**src/rtl/trap_filter_cfg.sv**
```systemverilog
// rtl/trap_filter_cfg.sv - run-time configurable trapezoidal shaper with FILL/RUN settle tracking
module trap_filter_cfg #(
    parameter int DATA_W = 12,
    parameter int ACC_W  = 48,
    parameter int K_MAX  = 64,
    parameter int L_MAX  = 64,
    parameter int K_DEF  = 8,
    parameter int L_DEF  = 4,
    parameter int M1     = 256,
    parameter int M2     = 1,
    parameter int SHIFT  = 8,
    localparam int KW    = $clog2(K_MAX + 1),
    localparam int LW    = $clog2(L_MAX + 1)
) (
    input  logic              clk,
    input  logic              reset,
    input  logic              cfg_load,
    input  logic [KW-1:0]     cfg_k,
    input  logic [LW-1:0]     cfg_l,
    output logic              cfg_err,
    input  logic              in_valid,
    input  logic [DATA_W-1:0] input_data,
    output logic              out_valid,
    output logic [DATA_W-1:0] output_data,
    output logic              out_settled,
    output logic              out_sat
);
    localparam int KAW = (K_MAX > 1) ? $clog2(K_MAX) : 1;
    localparam int LAW = (L_MAX > 1) ? $clog2(L_MAX) : 1;
    localparam int CW  = $clog2(K_MAX + L_MAX + 4);
    localparam logic signed [ACC_W-1:0] M1_A  = ACC_W'(M1);
    localparam logic signed [ACC_W-1:0] M2_A  = ACC_W'(M2);
    localparam logic signed [ACC_W-1:0] Y_MAX = ACC_W'((1 << DATA_W) - 1);

    typedef enum logic {ST_FILL, ST_RUN} state_t;
    state_t state_q, state_d;

    logic [KW-1:0]           k_q;
    logic [LW-1:0]           l_q;
    logic [CW-1:0]           cnt_q, cnt_d, thr;
    logic [DATA_W-1:0]       xl_q [K_MAX];
    logic signed [DATA_W:0]  dl_q [L_MAX];
    logic                    v1_q, v2_q, v3_q, v4_q, st1_q, st2_q, st3_q, st4_q;
    logic signed [ACC_W-1:0] pd_q, p_q, q_q, m1p_q, s_q;

    logic                    cfg_ok, run, tag, y_sat;
    logic [KW-1:0]           k_eff;
    logic [LW-1:0]           l_eff;
    logic [KAW-1:0]          k_idx;
    logic [LAW-1:0]          l_idx;
    logic signed [DATA_W:0]  x_new, x_last, x_old, d1_now, d1_old, dk;
    logic signed [ACC_W-1:0] k_s, dk_s, d1_s, pd, y;
    logic [DATA_W-1:0]       y_clamp;

    // An accepted config takes effect on the same edge, so the sample beside it sees zero history.
    always_comb begin
        cfg_ok = cfg_load && (cfg_k != '0) && (cfg_k <= KW'(K_MAX)) && (cfg_l <= LW'(L_MAX));
        k_eff  = cfg_ok ? cfg_k : k_q;
        l_eff  = cfg_ok ? cfg_l : l_q;
        k_idx  = KAW'(k_eff - KW'(1));
        l_idx  = LAW'(l_eff - LW'(1));
        x_new  = {1'b0, input_data};
        x_last = cfg_ok ? '0 : {1'b0, xl_q[0]};
        x_old  = cfg_ok ? '0 : {1'b0, xl_q[k_idx]};
        d1_now = x_new - x_last;
        d1_old = (l_eff == '0) ? d1_now : (cfg_ok ? '0 : dl_q[l_idx]);
        dk     = x_new - x_old;
        k_s    = ACC_W'(k_eff);
        dk_s   = ACC_W'(dk);
        d1_s   = ACC_W'(d1_old);
        pd     = dk_s - k_s * d1_s;
        thr    = (CW'(k_q) > CW'(l_q) + CW'(1)) ? CW'(k_q) : CW'(l_q) + CW'(1);
        tag    = !cfg_ok && (run || (cnt_q > thr));
    end

    always_comb begin
        y       = s_q >>> SHIFT;
        y_sat   = y[ACC_W-1] || (y > Y_MAX);
        y_clamp = y[ACC_W-1] ? '0 : ((y > Y_MAX) ? '1 : y[DATA_W-1:0]);
    end

    always_ff @(posedge clk) begin
        if (reset) state_q <= ST_FILL;
        else       state_q <= state_d;
    end

    always_comb begin
        state_d = state_q;
        case (state_q)
            ST_FILL: if (cfg_ok) state_d = ST_FILL; else if (cnt_q > thr) state_d = ST_RUN;
            ST_RUN:  if (cfg_ok) state_d = ST_FILL;
            default: state_d = ST_FILL;
        endcase
    end

    always_comb begin
        run = (state_q == ST_RUN);
    end

    always_comb begin
        cnt_d = cnt_q;
        if (cfg_ok)                cnt_d = in_valid ? CW'(1) : '0;
        else if (in_valid && !run) cnt_d = cnt_q + CW'(1);
    end

    always_ff @(posedge clk) begin
        if (reset) begin
            k_q   <= KW'(K_DEF);
            l_q   <= LW'(L_DEF);
            cnt_q <= '0;
            for (int i = 0; i < K_MAX; i++) xl_q[i] <= '0;
            for (int i = 0; i < L_MAX; i++) dl_q[i] <= '0;
            {v1_q, v2_q, v3_q, v4_q, st1_q, st2_q, st3_q, st4_q} <= '0;
            pd_q        <= '0;
            p_q         <= '0;
            q_q         <= '0;
            m1p_q       <= '0;
            s_q         <= '0;
            cfg_err     <= 1'b0;
            out_valid   <= 1'b0;
            output_data <= '0;
            out_settled <= 1'b0;
            out_sat     <= 1'b0;
        end else begin
            cnt_q   <= cnt_d;
            cfg_err <= cfg_load && !cfg_ok;
            if (cfg_ok) begin
                k_q <= cfg_k;
                l_q <= cfg_l;
                for (int i = 0; i < K_MAX; i++) xl_q[i] <= '0;
                for (int i = 0; i < L_MAX; i++) dl_q[i] <= '0;
            end
            if (in_valid) begin
                xl_q[0] <= input_data;
                dl_q[0] <= d1_now;
                for (int i = 1; i < K_MAX; i++) xl_q[i] <= cfg_ok ? '0 : xl_q[i-1];
                for (int i = 1; i < L_MAX; i++) dl_q[i] <= cfg_ok ? '0 : dl_q[i-1];
                pd_q <= pd;
            end
            // Samples already past stage 0 are dropped on a config change; the one leaving s now still emits.
            v1_q  <= in_valid;
            v2_q  <= v1_q && !cfg_ok;
            v3_q  <= v2_q && !cfg_ok;
            v4_q  <= v3_q && !cfg_ok;
            st1_q <= tag;
            st2_q <= st1_q;
            st3_q <= st2_q;
            st4_q <= st3_q;
            if (cfg_ok)    p_q <= '0;
            else if (v1_q) p_q <= p_q + pd_q;
            if (cfg_ok)    q_q <= '0;
            else if (v2_q) q_q <= q_q + M2_A * p_q;
            if (v2_q)      m1p_q <= M1_A * p_q;
            if (cfg_ok)    s_q <= '0;
            else if (v3_q) s_q <= s_q + q_q + m1p_q;
            out_valid <= v4_q;
            if (v4_q) begin
                output_data <= y_clamp;
                out_settled <= st4_q;
                out_sat     <= y_sat;
            end
        end
    end
endmodule
```
**config.mk**
```make
export PLATFORM = sky130hd
export DESIGN_NAME = trap_filter_cfg
export DESIGN_NICKNAME = d
export VERILOG_FILES = /design/src/rtl/trap_filter_cfg.sv
export SDC_FILE = /design/constraint.sdc
export NUM_CORES = 2
export LEC_CHECK = 0
export ABC_AREA = 0
export ABC_CLOCK_PERIOD_IN_PS = 19660
export CORE_UTILIZATION = 45
export CTS_BUF_LIST = sky130_fd_sc_hd__clkbuf_8
export CTS_CLUSTER_DIAMETER = 50
export DETAILED_ROUTE_END_ITERATION = 7
export PLACE_DENSITY = 0.62
export RECOVER_POWER = 50
export SLEW_MARGIN = 20
export SYNTH_ARGS = -nofsm -noshare
export SYNTH_HDL_FRONTEND = slang
export SYNTH_SLANG_ARGS = --single-unit
```
**constraint.sdc**
```tcl
create_clock -name clk -period 19.66 [get_ports clk]
set_input_delay 1.966 -clock clk [delete_from_list [all_inputs] [get_ports clk]]
set_output_delay 1.966 -clock clk [all_outputs]
set_load 0.03 [all_outputs]
```
==> out/results.ini <==
[synth]
async_reset_ff_share_pct=0
synthFlopType=edfxtp_1
synth.net_count=7864
synth-seq-cells=1853
netlist_area_sq_um=95400
synth_edf_count=1575
ys_seq_area_share_pct=55.4
yosys_warnings=0
synthCells=7465
avgSynthCellArea_sq_um=12.8
netlist-cell-type-count=88

[clock_tree]
postCtsSetupBuffers=0
clock_sinks=1853
clkLatencyLatePin_ps=1060
clock_path_buffers=4
htreeDepth=5
cts_resized=0
cts_tree=yes
numCtsBuffers=341
cts-hold-fix-buffers=0
clkTransAtPathRegs_ps=70
cts_root_buffer=clkbuf_8

[status]
status=complete, but fails checks
violations=capacitance limit, slew limit

[setup_path]
crit_start=reset
crit_family=buffers and inverters
reg2reg_from=l_q[0]
path_cells=clkbuf_1, inv_1, nand2_1, clkbuf_1, clkinvlp_2, clkbuf_1, dlymetal6s2s_1, and3_1
cpMostUsedCell=clkbuf_1
endpoint=xl_q[62][7]
path_class=input port to flop
cp-end-kind=flop
arrival_ps=15870
worstPathRequired_ps=20430
reg2reg_depth=29
path_buf_inv=6
r2r-end=pd_q[20]
reg2reg_slack_ps=8200
path_max_fanout=214
cpMaxStageDelayCell=clkinvlp_2
path_depth=8
max_stage_delay_ps=4750
crit_path_start_kind=input port

[timing]
worstMarginPinSlew_ps=6020
period_minus_slack_ps=15100
skew_ps=71.6
setup_viol=0
hold_viol_final=0
slew_headroom_pct=-301
fin_crit_sh_pct=76.8
fin_setup_tns_ps=0
drv_slew=2102
max_freq_mhz=66.2
rsz0062_at_grt=no

[detailed_routing]
viasPerCell=5.83
postRouteAntennaNets=0
drt_pre_antenna_iters=6
routed-via-count=60500
dr.first_iter.drc_count=5428
post_drt_wl_per_cell_microns=21.0
drc=0
routed_wl_mm=218

[final_layout]
fillerInstances=18400
final_common_cell=and3_1
synthToLayoutAreaGrowth_pct=9.01
finalNonFillerCells=10400
drive_above_1_share_pct=12.2
nets=7728
final_cell_mix=and3_1 (1617), edfxtp_1 (1575), nor2_1 (407)

[die]
io_pins=46
die_w_microns=462
rows=168
initial_core_util_pct=45.4
die-area_sq_um=214000
dieHeight_microns=462
core_area_sq_um=210000

[power_and_ir_drop]
totalPowerFinal_mw=10.3
power.density_nw_per_um2=98.7
p_leak_nw=45.9
peakVddDrop_mv=0.0768

[global_route]
grt-ovfl-total=0
grt_pass1_wl_mm=349
antenna_found_initial=7
grt_usage_pct=20.1
grt_pass1_vias=61000
grt_max_degree=310

[placement]
gp_congestion=0.843
placedCellCount=9788
dp_hpwl_mm=125
numPortBuffers=45

[run]
cap_violations=21

[hold_path]
hp-class=flop to flop

[state kept, by name, summed over array words and instances, names as in the netlist, 7 cells and up]
name / cells
m1p_q: 40
dl_q: 832
output_data: 12
cnt_q: 8
k_q: 7
xl_q: 768
l_q: 7
q_q: 48
s_q: 48
p_q: 48
pd_q: 22
[kinds of logic after synthesis]
group / synth area share, %
simple gates: 16.0
flops: 55.4
compound gates: 6.19
mux: 11.7
xor+xnor: 1.51
fa+ha+maj: 5.88
buf+inv: 3.34
[power by group]
| group | total, mW | internal, mW | switching (mW) |
|---|---|---|---|
| registers | 4.67 | 4.54 | 0.138 |
| clock network | 3.42 | 1.79 | 1.63 |
| logic | 2.17 | 0.887 | 1.28 |
[layer usage]
metal  track usage, %  wire, microns  up-vias
li1                 -              -    28200
met1             29.2         102000    30500
met2             31.1         100000     1497
met3             3.20          10900      346
met4             5.90           5080        0
met5                0              0        -
[metrics by stage]
step                      instance area (sq um)  setup WS [ps]  util, %  hold slack [ps]
after floorplan                           95400            361        -              414
after global placement                    98000           5760     46.6              439
after detailed placement                  98000           5570     46.6              429
after CTS                                104000           6670     49.5              456
after global routing                     104000           3200     49.5              478
final                                    104000           4560     49.5              444
[final cells by class]
| type | instances | area, sq um | area share [%] |
|---|---|---|---|
| Inverter | 220 | 842 | 0.810 |
| Clock buffer | 368 | 5060 | 4.87 |
| Multi-Input combinational cell | 4779 | 39500 | 37.9 |
| Antenna cell | 2 | 5.00 | 0.00481 |
| Timing Repair Buffer | 134 | 1160 | 1.12 |
| Sequential cell | 1853 | 52900 | 50.8 |
| Tap cell | 2805 | 3510 | 3.38 |
| Clock inverter | 220 | 1070 | 1.03 |
[worst min path at each step]
stage          start    end  slack, ps  depth (start not counted)
3_5_place_dp   st3_q  st4_q        430                          1
3_3_place_gp   st3_q  st4_q        440                          1
4_1_cts        st1_q  st2_q        460                          1
5_1_grt        st3_q  st4_q        480                          1
6_report       st1_q  st2_q        440                          1
2_1_floorplan  st1_q  st2_q        410                          1
[Yosys cell counts, types with 44 or more instances]
| cell type | count | area share (%) |
|---|---|---|
| and3_1 | 1617 | 11 |
| edfxtp_1 | 1575 | 50 |
| clkbuf_1 | 536 | 2.1 |
| nor2_1 | 409 | 1.6 |
| mux4_2 | 366 | 8.6 |
| dfxtp_1 | 278 | 5.8 |
| mux2i_1 | 278 | 2.9 |
| nand2_1 | 266 | 1.0 |
| a21oi_1 | 251 | 1.3 |
| ha_1 | 238 | 3.1 |
| inv_1 | 217 | 0.85 |
| a211oi_1 | 175 | 1.4 |
| fa_1 | 131 | 2.7 |
| xnor2_1 | 114 | 1.0 |
| o21ai_0 | 98 | 0.51 |
| a21o_1 | 87 | 0.68 |
| nor2b_1 | 78 | 0.51 |
| nand3_1 | 76 | 0.40 |
| xor2_1 | 50 | 0.46 |
| and2_1 | 48 | 0.31 |
| buf_1 | 45 | 0.18 |
| a31oi_1 | 44 | 0.29 |
No activity file was read; power rests on OpenSTA's default activity.
